<file path="src/rtl/gated_reg_pkg.sv">
// Shared types and helpers for the clock-gated register bank.
package gated_reg_pkg;

   // Per-channel power states; only RUN accepts writes.
   typedef enum logic [1:0] {
      GATED = 2'd0,
      WAKE  = 2'd1,
      RUN   = 2'd2
   } gate_state_e;

   // Counter width able to hold the larger of the idle and wake limits.
   function automatic int cnt_width(input int idle, input int wake);
      int max_val;
      max_val = (idle > wake) ? idle : wake;
      return $clog2(max_val + 1);
   endfunction

endpackage

</file>
<file path="src/rtl/gate_ctrl_fsm.sv">
// One channel's power controller: GATED -> WAKE -> RUN -> GATED on idle.
// The counter is shared between wake timing and idle timing because a
// channel is never in both states at once.
module gate_ctrl_fsm
   import gated_reg_pkg::*;
#(
   parameter int IDLE_CYCLES = 8,
   parameter int WAKE_CYCLES = 2
) (
   input  logic clk,
   input  logic reset,
   input  logic valid_in,
   input  logic force_on_in,
   output logic ready_out,
   output logic gated_out,
   output logic load_en_out
);

   localparam int CNT_W = cnt_width(IDLE_CYCLES, WAKE_CYCLES);
   localparam logic [CNT_W-1:0] WAKE_LAST = CNT_W'(WAKE_CYCLES - 1);
   localparam logic [CNT_W-1:0] IDLE_LAST = CNT_W'(IDLE_CYCLES - 1);
   localparam logic [CNT_W-1:0] CNT_ONE   = CNT_W'(1);

   gate_state_e      state;
   gate_state_e      state_nxt;
   logic [CNT_W-1:0] cnt;
   logic [CNT_W-1:0] cnt_nxt;

   // Next-state and counter logic; a write or force in the expiry cycle keeps the channel running.
   always_comb begin
      state_nxt = state;
      cnt_nxt   = cnt;
      case (state)
         GATED: begin
            if (valid_in || force_on_in) begin
               state_nxt = WAKE;
               cnt_nxt   = '0;
            end
         end
         WAKE: begin
            if (cnt == WAKE_LAST) begin
               state_nxt = RUN;
               cnt_nxt   = '0;
            end else begin
               cnt_nxt = cnt + CNT_ONE;
            end
         end
         RUN: begin
            if (valid_in || force_on_in) begin
               cnt_nxt = '0;
            end else if (cnt == IDLE_LAST) begin
               state_nxt = GATED;
               cnt_nxt   = '0;
            end else begin
               cnt_nxt = cnt + CNT_ONE;
            end
         end
         default: begin
            state_nxt = GATED;
            cnt_nxt   = '0;
         end
      endcase
   end

   // State register; reset drops any wake in progress.
   always_ff @(posedge clk) begin
      if (reset) begin
         state <= GATED;
         cnt   <= '0;
      end else begin
         state <= state_nxt;
         cnt   <= cnt_nxt;
      end
   end

   assign ready_out   = (state == RUN);
   assign gated_out   = (state == GATED);
   assign load_en_out = valid_in && (state == RUN);

endmodule

</file>
<file path="src/rtl/gated_reg_bank.sv">
// Multi-channel register bank where each channel's register only loads
// while its power controller is in RUN. Gating is a synchronous enable,
// so there are no derived clocks anywhere in the bank.
module gated_reg_bank
   import gated_reg_pkg::*;
#(
   parameter int                CHANNELS    = 4,
   parameter int                WIDTH       = 8,
   parameter int                IDLE_CYCLES = 8,
   parameter int                WAKE_CYCLES = 2,
   parameter logic [WIDTH-1:0]  RESET_VALUE = '0
) (
   input  logic                        clk,
   input  logic                        reset,
   input  logic [CHANNELS-1:0]         wr_valid_in,
   output logic [CHANNELS-1:0]         wr_ready_out,
   input  logic [CHANNELS*WIDTH-1:0]   d_in,
   input  logic                        force_on_in,
   output logic [CHANNELS*WIDTH-1:0]   q_out,
   output logic [CHANNELS-1:0]         gated_out,
   output logic                        any_awake_out
);

   genvar c;
   generate
      for (c = 0; c < CHANNELS; c++) begin : g_chan
         logic             load_en;
         logic [WIDTH-1:0] q_reg;

         gate_ctrl_fsm #(
            .IDLE_CYCLES (IDLE_CYCLES),
            .WAKE_CYCLES (WAKE_CYCLES)
         ) u_fsm (
            .clk         (clk),
            .reset       (reset),
            .valid_in    (wr_valid_in[c]),
            .force_on_in (force_on_in),
            .ready_out   (wr_ready_out[c]),
            .gated_out   (gated_out[c]),
            .load_en_out (load_en)
         );

         // Channel data register, loaded only on an accepted handshake.
         always_ff @(posedge clk) begin
            if (reset) begin
               q_reg <= RESET_VALUE;
            end else if (load_en) begin
               q_reg <= d_in[c*WIDTH +: WIDTH];
            end
         end

         assign q_out[c*WIDTH +: WIDTH] = q_reg;
      end
   endgenerate

   assign any_awake_out = |(~gated_out);

endmodule
</file>
<file path="config.mk">
export PLATFORM = sky130hd
export DESIGN_NAME = gated_reg_bank
export DESIGN_NICKNAME = d
export VERILOG_FILES = /design/src/rtl/gated_reg_pkg.sv /design/src/rtl/gate_ctrl_fsm.sv /design/src/rtl/gated_reg_bank.sv
export SDC_FILE = /design/constraint.sdc
export NUM_CORES = 1
export LEC_CHECK = 0
export BUFFER_PORTS_ARGS = -buffer_cell sky130_fd_sc_hd__buf_4
export CORE_AREA = 2 2 88 90
export CTS_BUF_LIST = sky130_fd_sc_hd__clkbuf_8
export CTS_CLUSTER_SIZE = 24
export DETAILED_ROUTE_END_ITERATION = 6
export DIE_AREA = 0 0 90 92
export GPL_ROUTABILITY_DRIVEN = 0
export SYNTH_ARGS = -nofsm -noshare
export SYNTH_HDL_FRONTEND = slang
export SYNTH_SLANG_ARGS = --single-unit
export TNS_END_PERCENT = 50
</file>
<file path="constraint.sdc">
create_clock -name clk -period 2.1 [get_ports clk]
set_input_delay 0.42 -clock clk [delete_from_list [all_inputs] [get_ports clk]]
set_output_delay 0.42 -clock clk [all_outputs]
set_load 0.05 [all_outputs]
</file>
* Word level (Yosys, flattened, before mapping)
Index checks and enable logic that the tools add are counted.
** Cells by class
- $add $sub $neg :: 4
- Multipliers :: 0
- Div/mod/pow operators :: 0
- Order comparisons :: 0
- Equality and inequality tests :: 32
- Shift-type cells :: 0
- Muxes and demuxes :: 40
- Bitwise logic cells :: 1
- Reduce and logical (&&, ||, !) cells :: 17
** Operator list (number)
- two-way mux 4 bit :: 16
- one-hot mux 4 bit (3 select lines) :: 4
- two-way mux 2 bit :: 16
- inequality test 2 bit, second input constant :: 12
- one-hot mux 2 bit (3 select lines) :: 4
- adder 4 x 1 -> 4 bit, second input constant :: 4
- equality test 4 x 1 -> 1 bit, second input constant :: 4
- equality test 4 x 3 -> 1 bit, second input constant :: 4
- AND reduction 4 bit :: 4
- equality test 2 x 1 -> 1 bit, second input constant :: 4
- equality test 2 bit, second input constant :: 4
- zero test 2 bit :: 4
- inequality test 2 x 1 -> 1 bit, second input constant :: 4
- logical AND 1 bit :: 4
- logical OR 1 bit :: 4
- inverter 4 bit :: 1
- OR reduction 4 bit :: 1
** Word-level totals
- Bits in registers :: 56
- Latch bits :: 0
- Bits in writable memories :: 0
- Memory bits (read-only) :: 0
- Input port bits :: 39
- Output and inout bits :: 41
- Logic and storage cells :: 106
- Memories kept :: 0

* Logic depth before layout (Yosys ltp)
Gate-level depths: netlist of the first run.
- Word-level depth :: 4
- Depth in mapped cells :: 7
- Depth with buffers taken out :: 6

* Hierarchy
A second synthesis of the first run with hierarchy kept.
** Second synthesis, totals
- Cells, all modules :: 304
- Area total of the unflattened synthesis :: 2839.0 µm²
** Modules (own cells, without submodules)
- gate_ctrl_fsm :: times used 4, cells an instance 50, area an instance 422.9 µm², sequential area each 120.1 µm²
- gated_reg_bank :: times used 1, cells an instance 104, area an instance 1147.4 µm², sequential area each 640.6 µm²

* Least setup slack after synthesis of the first run
OpenSTA, ideal clock, no wires.
- Kind :: reg2reg
- From :: register g_chan[0].u_fsm.state[0]
- To :: register g_chan[0].u_fsm.cnt[2]
- Setup time :: 136 ps
- Arrival :: 1405 ps
- Data required time :: 1964 ps
- Slack :: 560 ps
- Cell stages (with the launch flop) :: 8
- Path buffers :: 1
- Clock period less this slack :: 1540 ps
- Cell sequence :: dfxtp_1 -> inv_1 -> ha_1 -> or3b_1 -> buf_2 -> and4b_1 -> a21oi_1 -> a211oi_1
** Between the ends
- Cells in the longest elaborated chain, start to end :: 2
- Elaborated cells on any way between the ends :: 5
- Classes of those cells :: eq/ne: 3; mux: 1; reduce/logical: 1
** RTL lines
- start, declared :: line gate_ctrl_fsm.sv:24 : gate_state_e state;
- start signal, assigned :: line gate_ctrl_fsm.sv:71 : state <= state_nxt;
- zero test 2 bit (*)
- net g_chan[0].u_fsm.gated_out :: line gate_ctrl_fsm.sv:15 : output logic gated_out,
- one-hot mux 4 bit (3 select lines) or inequality test 2 bit (tied branches)
- end signal, assigned :: line gate_ctrl_fsm.sv:72 : cnt <= cnt_nxt;
- end, declared :: line gate_ctrl_fsm.sv:26 : logic [CNT_W-1:0] cnt;
The timed path passes the listed nets; every way through them passes the cells marked *.
A chain may end at the register's enable or synchronous reset.

* Worst setup path after layout of the first run
- From :: register g_chan[2].u_fsm.state[0]
- To :: output port wr_ready_out[2]
** Between the ends
- Cells in the longest elaborated chain, start to end :: 1
** RTL lines
- start, declared :: line gate_ctrl_fsm.sv:24
- start signal, assigned :: line gate_ctrl_fsm.sv:71
- equality test 2 bit :: line gate_ctrl_fsm.sv:76 : assign ready_out = (state == RUN);
- end, declared :: line gated_reg_bank.sv:16 : output logic [CHANNELS-1:0] wr_ready_out,
No other way between the ends.

==> metrics.txt, run 1 <==
outcome finished clean; Resize count post-CTS 0; Final Max Slew Viols 0; Most used DFF post-synth dfxtp_1; post-synthesis sequential area ratio 38.9%; CTS Sinks 56; synth top area cells dfxtp_1 39%, ha_1 10%, nand2_1 7.3%, nand3_1 6.4%, a21oi_1 6.3%; setup tns final 0 ps; Placed Cells 508; Synth cell types 42; cells along the critical path inv_1 > ha_1 > buf_4; Clock Latency Late Sink 310 ps; Vias/cell 5.01; largest net degree at the start of global routing 64; Max Fclk 527 MHz; worst setup slack after placement 393 ps; port buffer count 79; r2r endpoint g_chan[2].u_fsm.cnt[3]; Yosys warnings 0; clock tree from TritonCTS yes; Remaining DRCs 0; Worst-Margin Slew 635 ps; Worst Hold Depth 3; post-route minimum period 1900 ps; WP data required 1680 ps; Pleak 1.43 nW; global route overflow 0; Max-Cap Viols 0; gr usage total 15.8%; asr flop ratio synth 0%; Hold Path Origin d_in[26]; Routed WL 6500 um; starting density of the core 38.7%; Tot Pwr 3.44 mW; setup bufs post-CTS 0; Peak VDD IR 360 uV; die width 90 um; final instance area 3570 um2; die area 8280 um2; Synth top area share 38.9%; vias in the first global route 2,363; Chip Height 92 um; Mean Syn Cell Area 8.26 um2; WHS 362 ps; Critical R2R Launch g_chan[2].u_fsm.state[0]; RSZ-0062 raised after global routing false; antenna viol nets, final 0; maximum buffer depth of the clock tree 2; Fin. Hold Viols 0; num ports 80; first-pass GRT wire length 10,800 um; Detailed Routing Iterations Pass 1 6; H-Tree Depth 2; worst r2r path cells 6; Synth-to-Final Area Change 24.0%; wire per inst 12.6 um; fin cells 516; Iter 0 DRT Violations 111; max reg flops 32; synthesized area 2880 um2; ant diodes 0; Vias 2,587; Worst setup SP type flip-flop; Final Setup Violations 0; worst-path maximum fanout 13; hpwl dp 4700 um; hold crit path type in2reg; final core occ 48.0%; #FFs+latches synth 56; Crit path largest cell delay 440 ps; Hold Crit Endpoint g_chan[3].q_reg[2]; share of cells above drive strength 1 24.6%; initial antenna violation count 0; Clk pin slew, worst setup/hold paths 100 ps; post-synth top area cell dfxtp_1; top cells by count, synth 56 x dfxtp_1, 56 x nand2_1, 37 x nand3_1; post-layout net count 475; Worst Clk Skew 11.8 ps; Syn Inst Count 349; CP Class reg2out; critical path arrival 1480 ps; crit path max-delay cell type ha_1; hold_buf cts 0; period utilization 90.3%; EDFF count, synth 0; slew margin rel. 57.7%; CP endpoint kind output pin; FP Rows 32; total core area 7450 um2; synthesized net count 411; Setup WS post-layout 204 ps; setup slack, reg-to-reg 370 ps; pwr dens 964 nW/um2; total CTS buffers 5; area of placed instances 3490 um2; Root Buffer clkbuf_8
==> routing by layer <==
layer / vias to the layer above / routed length, um / track usage, %
met5: - / 0 / 0
met3: 9 / 336 / 3.78
li1: 1332 / - / -
met1: 1187 / 2950 / 19.3
met2: 59 / 3130 / 27.5
met4: 0 / 82 / 4.87
==> where the power goes <==
part           switching [mW]  leakage (nW)  internal [mW]
clock                   0.347        0.0507          0.230
sequential             0.0742         0.453           1.17
combinational            1.05         0.930          0.575
==> cell families after synthesis <==
family                     after synthesis  share of synthesized area, %
and+or+nand+nor                        154                          28.1
AOI/OAI and AO/OA                       72                          15.0
DFF                                     56                          38.9
buffers and inverters                   40                          6.69
adders and majority gates               23                          9.99
muxes                                    4                          1.39
==> worst max-delay path: cells and delay by family (launching register included) <==
family / cells / cell delay, ps
adder cells (fa/ha/maj): 1 / 440
buffers and inverters: 2 / 380
flip-flops: 1 / 340
==> cell type report <==
| class | instances | area (um2) |
|---|---|---|
| tap | 102 | 128 |
| fill | 778 | 3870 |
| inverter | 15 | 56.3 |
| sequential | 56 | 1120 |
| multi-input combinational | 253 | 1570 |
| clock inverter | 3 | 16.3 |
| clock buffer | 5 | 68.8 |
| timing repair buffer | 82 | 616 |
==> cells in the final DEF (no fill, tap or decap), drive strengths merged <==
cell | netlist | routed
buf | 14 | 82
nand2 | 56 | 56
dfxtp | 56 | 56
nand3 | 37 | 37
a21oi | 36 | 36
ha | 23 | 23
inv | 15 | 17
o21ai | 13 | 13
nor2 | 11 | 11
nand2b | 8 | 8
nand3b | 7 | 7
o31ai | 7 | 7
or2 | 6 | 6
a211oi | 6 | 6
or3b | 6 | 6
nand4 | 5 | 5
nor2b | 5 | 5
clkbuf | 11 | 5
mux2i | 4 | 4
a32oi | 3 | 3
a21o | 3 | 3
and3 | 3 | 3
and4b | 2 | 2
nor3b | 2 | 2
nand4b | 1 | 1
a221oi | 1 | 1
and3b | 1 | 1
nand4bb | 1 | 1
o22ai | 1 | 1
nor3 | 1 | 1
a31oi | 1 | 1
nor4bb | 1 | 1
nor4 | 1 | 1
a22oi | 1 | 1
clkinv | 0 | 1
==> worst max-delay path by stage <==
stage	from	end	slack [ps]	depth (start not counted)
final	g_chan[2].u_fsm.state[0]	wr_ready_out[2]	200	3
after CTS	g_chan[2].u_fsm.state[0]	wr_ready_out[2]	200	3
after global routing	g_chan[2].u_fsm.state[0]	wr_ready_out[2]	80	3
after detailed placement	g_chan[3].u_fsm.state[0]	g_chan[3].u_fsm.cnt[2]	390	6
after floorplan	g_chan[0].u_fsm.state[0]	g_chan[0].u_fsm.cnt[2]	560	7
after global placement	g_chan[2].u_fsm.state[0]	g_chan[2].u_fsm.cnt[3]	460	6
Power figures use the tool's default switching activity.
==> inputs of run 2 (changes only) <==
CORE_AREA = 2 2 77 79   (was 2 2 88 90)
DIE_AREA = 0 0 79 81   (was 0 0 90 92)
PLACE_DENSITY = 0.79   (was unset)
==> metrics.txt, run 2 (same netlist as run 1, synthesis figures left out) <==
outcome finished clean; Worst setup SP type flip-flop; die area 6400 um2 (-23%); worst setup slack after placement 402 ps (+8.65 ps); post-layout net count 474 (-0.21%); CP Class reg2out; wire per inst 13.2 um (+5.2%); Switch Pwr 1.49 mW (+1.5%); die width 79 um (-12%); setup tns final 0 ps (unchanged); Routed WL 6460 um (-0.51%); Clock Latency Late Sink 310 ps (about the same); CTS Sinks 56 (unchanged); antenna viol nets, final 0 (unchanged); Vias/cell 5.35 (+6.7%); pwr dens 1010 nW/um2 (+4.5%); Max Fclk 523 MHz (-0.87%); Remaining DRCs 0 (unchanged); post-route minimum period 1910 ps (+16.6 ps); Detailed Routing Iterations Pass 1 5 (-1); global route overflow 0 (unchanged); Hold Path Origin d_in[26]; total core area 5680 um2 (-24%); port buffer count 79 (unchanged); gr usage total 20.5% (+4.7 points); hold_buf cts 0 (unchanged); maximum buffer depth of the clock tree 2 (unchanged); Clock Power Share 20.0% (+3.3 points); RSZ-0062 raised after global routing false; FP Rows 28 (-13%); setup bufs post-CTS 0 (unchanged); Chip Height 81 um (-12%); Synth-to-Final Area Change 23.5%; Pleak 1.43 nW (-0.14%); Worst-Margin Slew 625 ps (-10.1 ps); H-Tree Depth 2 (unchanged); Iter 0 DRT Violations 173 (+56%); Worst setup startpoint g_chan[2].u_fsm.state[0]; Final Max Slew Viols 0 (unchanged); CP endpoint kind output pin; initial antenna violation count 0 (unchanged); period utilization 91.1% (+0.79 points); hold crit path type in2reg; Critical R2R Launch g_chan[0].u_fsm.state[0]; starting density of the core 50.8% (+12 points); Fin. Hold Viols 0 (unchanged); first-pass GRT wire length 10,700 um (-0.90%); Clk pin slew, worst setup/hold paths 100 ps (about the same); Resize count post-CTS 0 (unchanged); hpwl dp 4650 um (-1.2%); max reg flops 32 (unchanged); Peak VDD IR 486 uV (+35%); slew margin rel. 58.4% (+0.67 points); internal power 2.10 mW (+5.9%); Vias 2,610 (+0.89%); most common cell after layout, fill and taps aside buf_4; Final Setup Violations 0 (unchanged); total CTS buffers 5 (unchanged); largest net degree at the start of global routing 64 (unchanged); Net Sw Frac 41.5% (-1.0 points); worst-path maximum fanout 13 (unchanged); clock tree from TritonCTS yes; num ports 80 (unchanged); critical path arrival 1490 ps (about the same); Setup WS post-layout 187 ps (-16.6 ps); Root Buffer clkbuf_8; share of cells above drive strength 1 24.9% (+0.30 points); most frequent cells in the layout 81 x buf_4, 56 x nand2_1, 56 x dfxtp_1, 37 x nand3_1, 36 x a21oi_1; Comb power frac 45.2% (-1.8 points); Sequential Power Share 34.8% (-1.4 points); vias in the first global route 2,477 (+4.8%); WP data required 1680 ps (about the same); Worst Clk Skew 7.48 ps (-4.29 ps); Max-Cap Viols 0 (unchanged); ant diodes 0 (unchanged)
[run 2: layer usage]
layer	share of wire [%]	wire [um]	track usage [%]	vias up
met1	43	2800	24.8	1217
met5	0	0	0	-
met4	0.74	48	7.41	0
met3	5.0	320	3.44	7
met2	51	3300	36.7	57
li1	-	-	-	1329
[run 2: area by class of cell]
class	count	area, um2
clock inverters	3	42.5
well taps	75	93.8
inverters	15	56.3
multi-input cells	253	1570
fillers	518	2120
clock buffers	5	68.8
repair buffers	81	608
flip-flops and latches	56	1120
[run 2: worst paths after layout]
check / slack [ps] / end / depth (start not counted)
setup / recovery: 190 / wr_ready_out[2] / 3
hold / removal: 350 / g_chan[3].q_reg[2] / 3
hold reg to reg: 460 / g_chan[2].q_reg[1] / 2
setup reg to reg: 350 / g_chan[0].u_fsm.cnt[2] / 6
[run 2: power by group through the flow]
stage | sequential [mW] | clock [mW] | combinational (mW)
after floorplan | 1.41 | 0 | 1.12
after global placement | 1.26 | 0 | 1.58
after detailed placement | 1.27 | 0 | 1.61
after CTS | 1.25 | 0.730 | 1.62
after global routing | 1.26 | 0.767 | 1.77
final | 1.25 | 0.717 | 1.62
[run 2: critical path: stages, from the launching register on]
cell	delay (ps)
dfxtp_1	340
inv_1	100
ha_1	450
buf_4	290
[run 2: through the flow]
stage	instance area [um2]	std cells	util [%]	power [mW]	hold WS, ps
6_report	3560	488	62.7	3.58	354
5_1_grt	3560	488	62.7	3.80	351
4_1_cts	3560	488	62.7	3.60	350
3_5_place_dp	3450	480	60.7	2.88	447
3_3_place_gp	3450	480	60.7	2.85	443
2_1_floorplan	2880	349	-	2.53	466
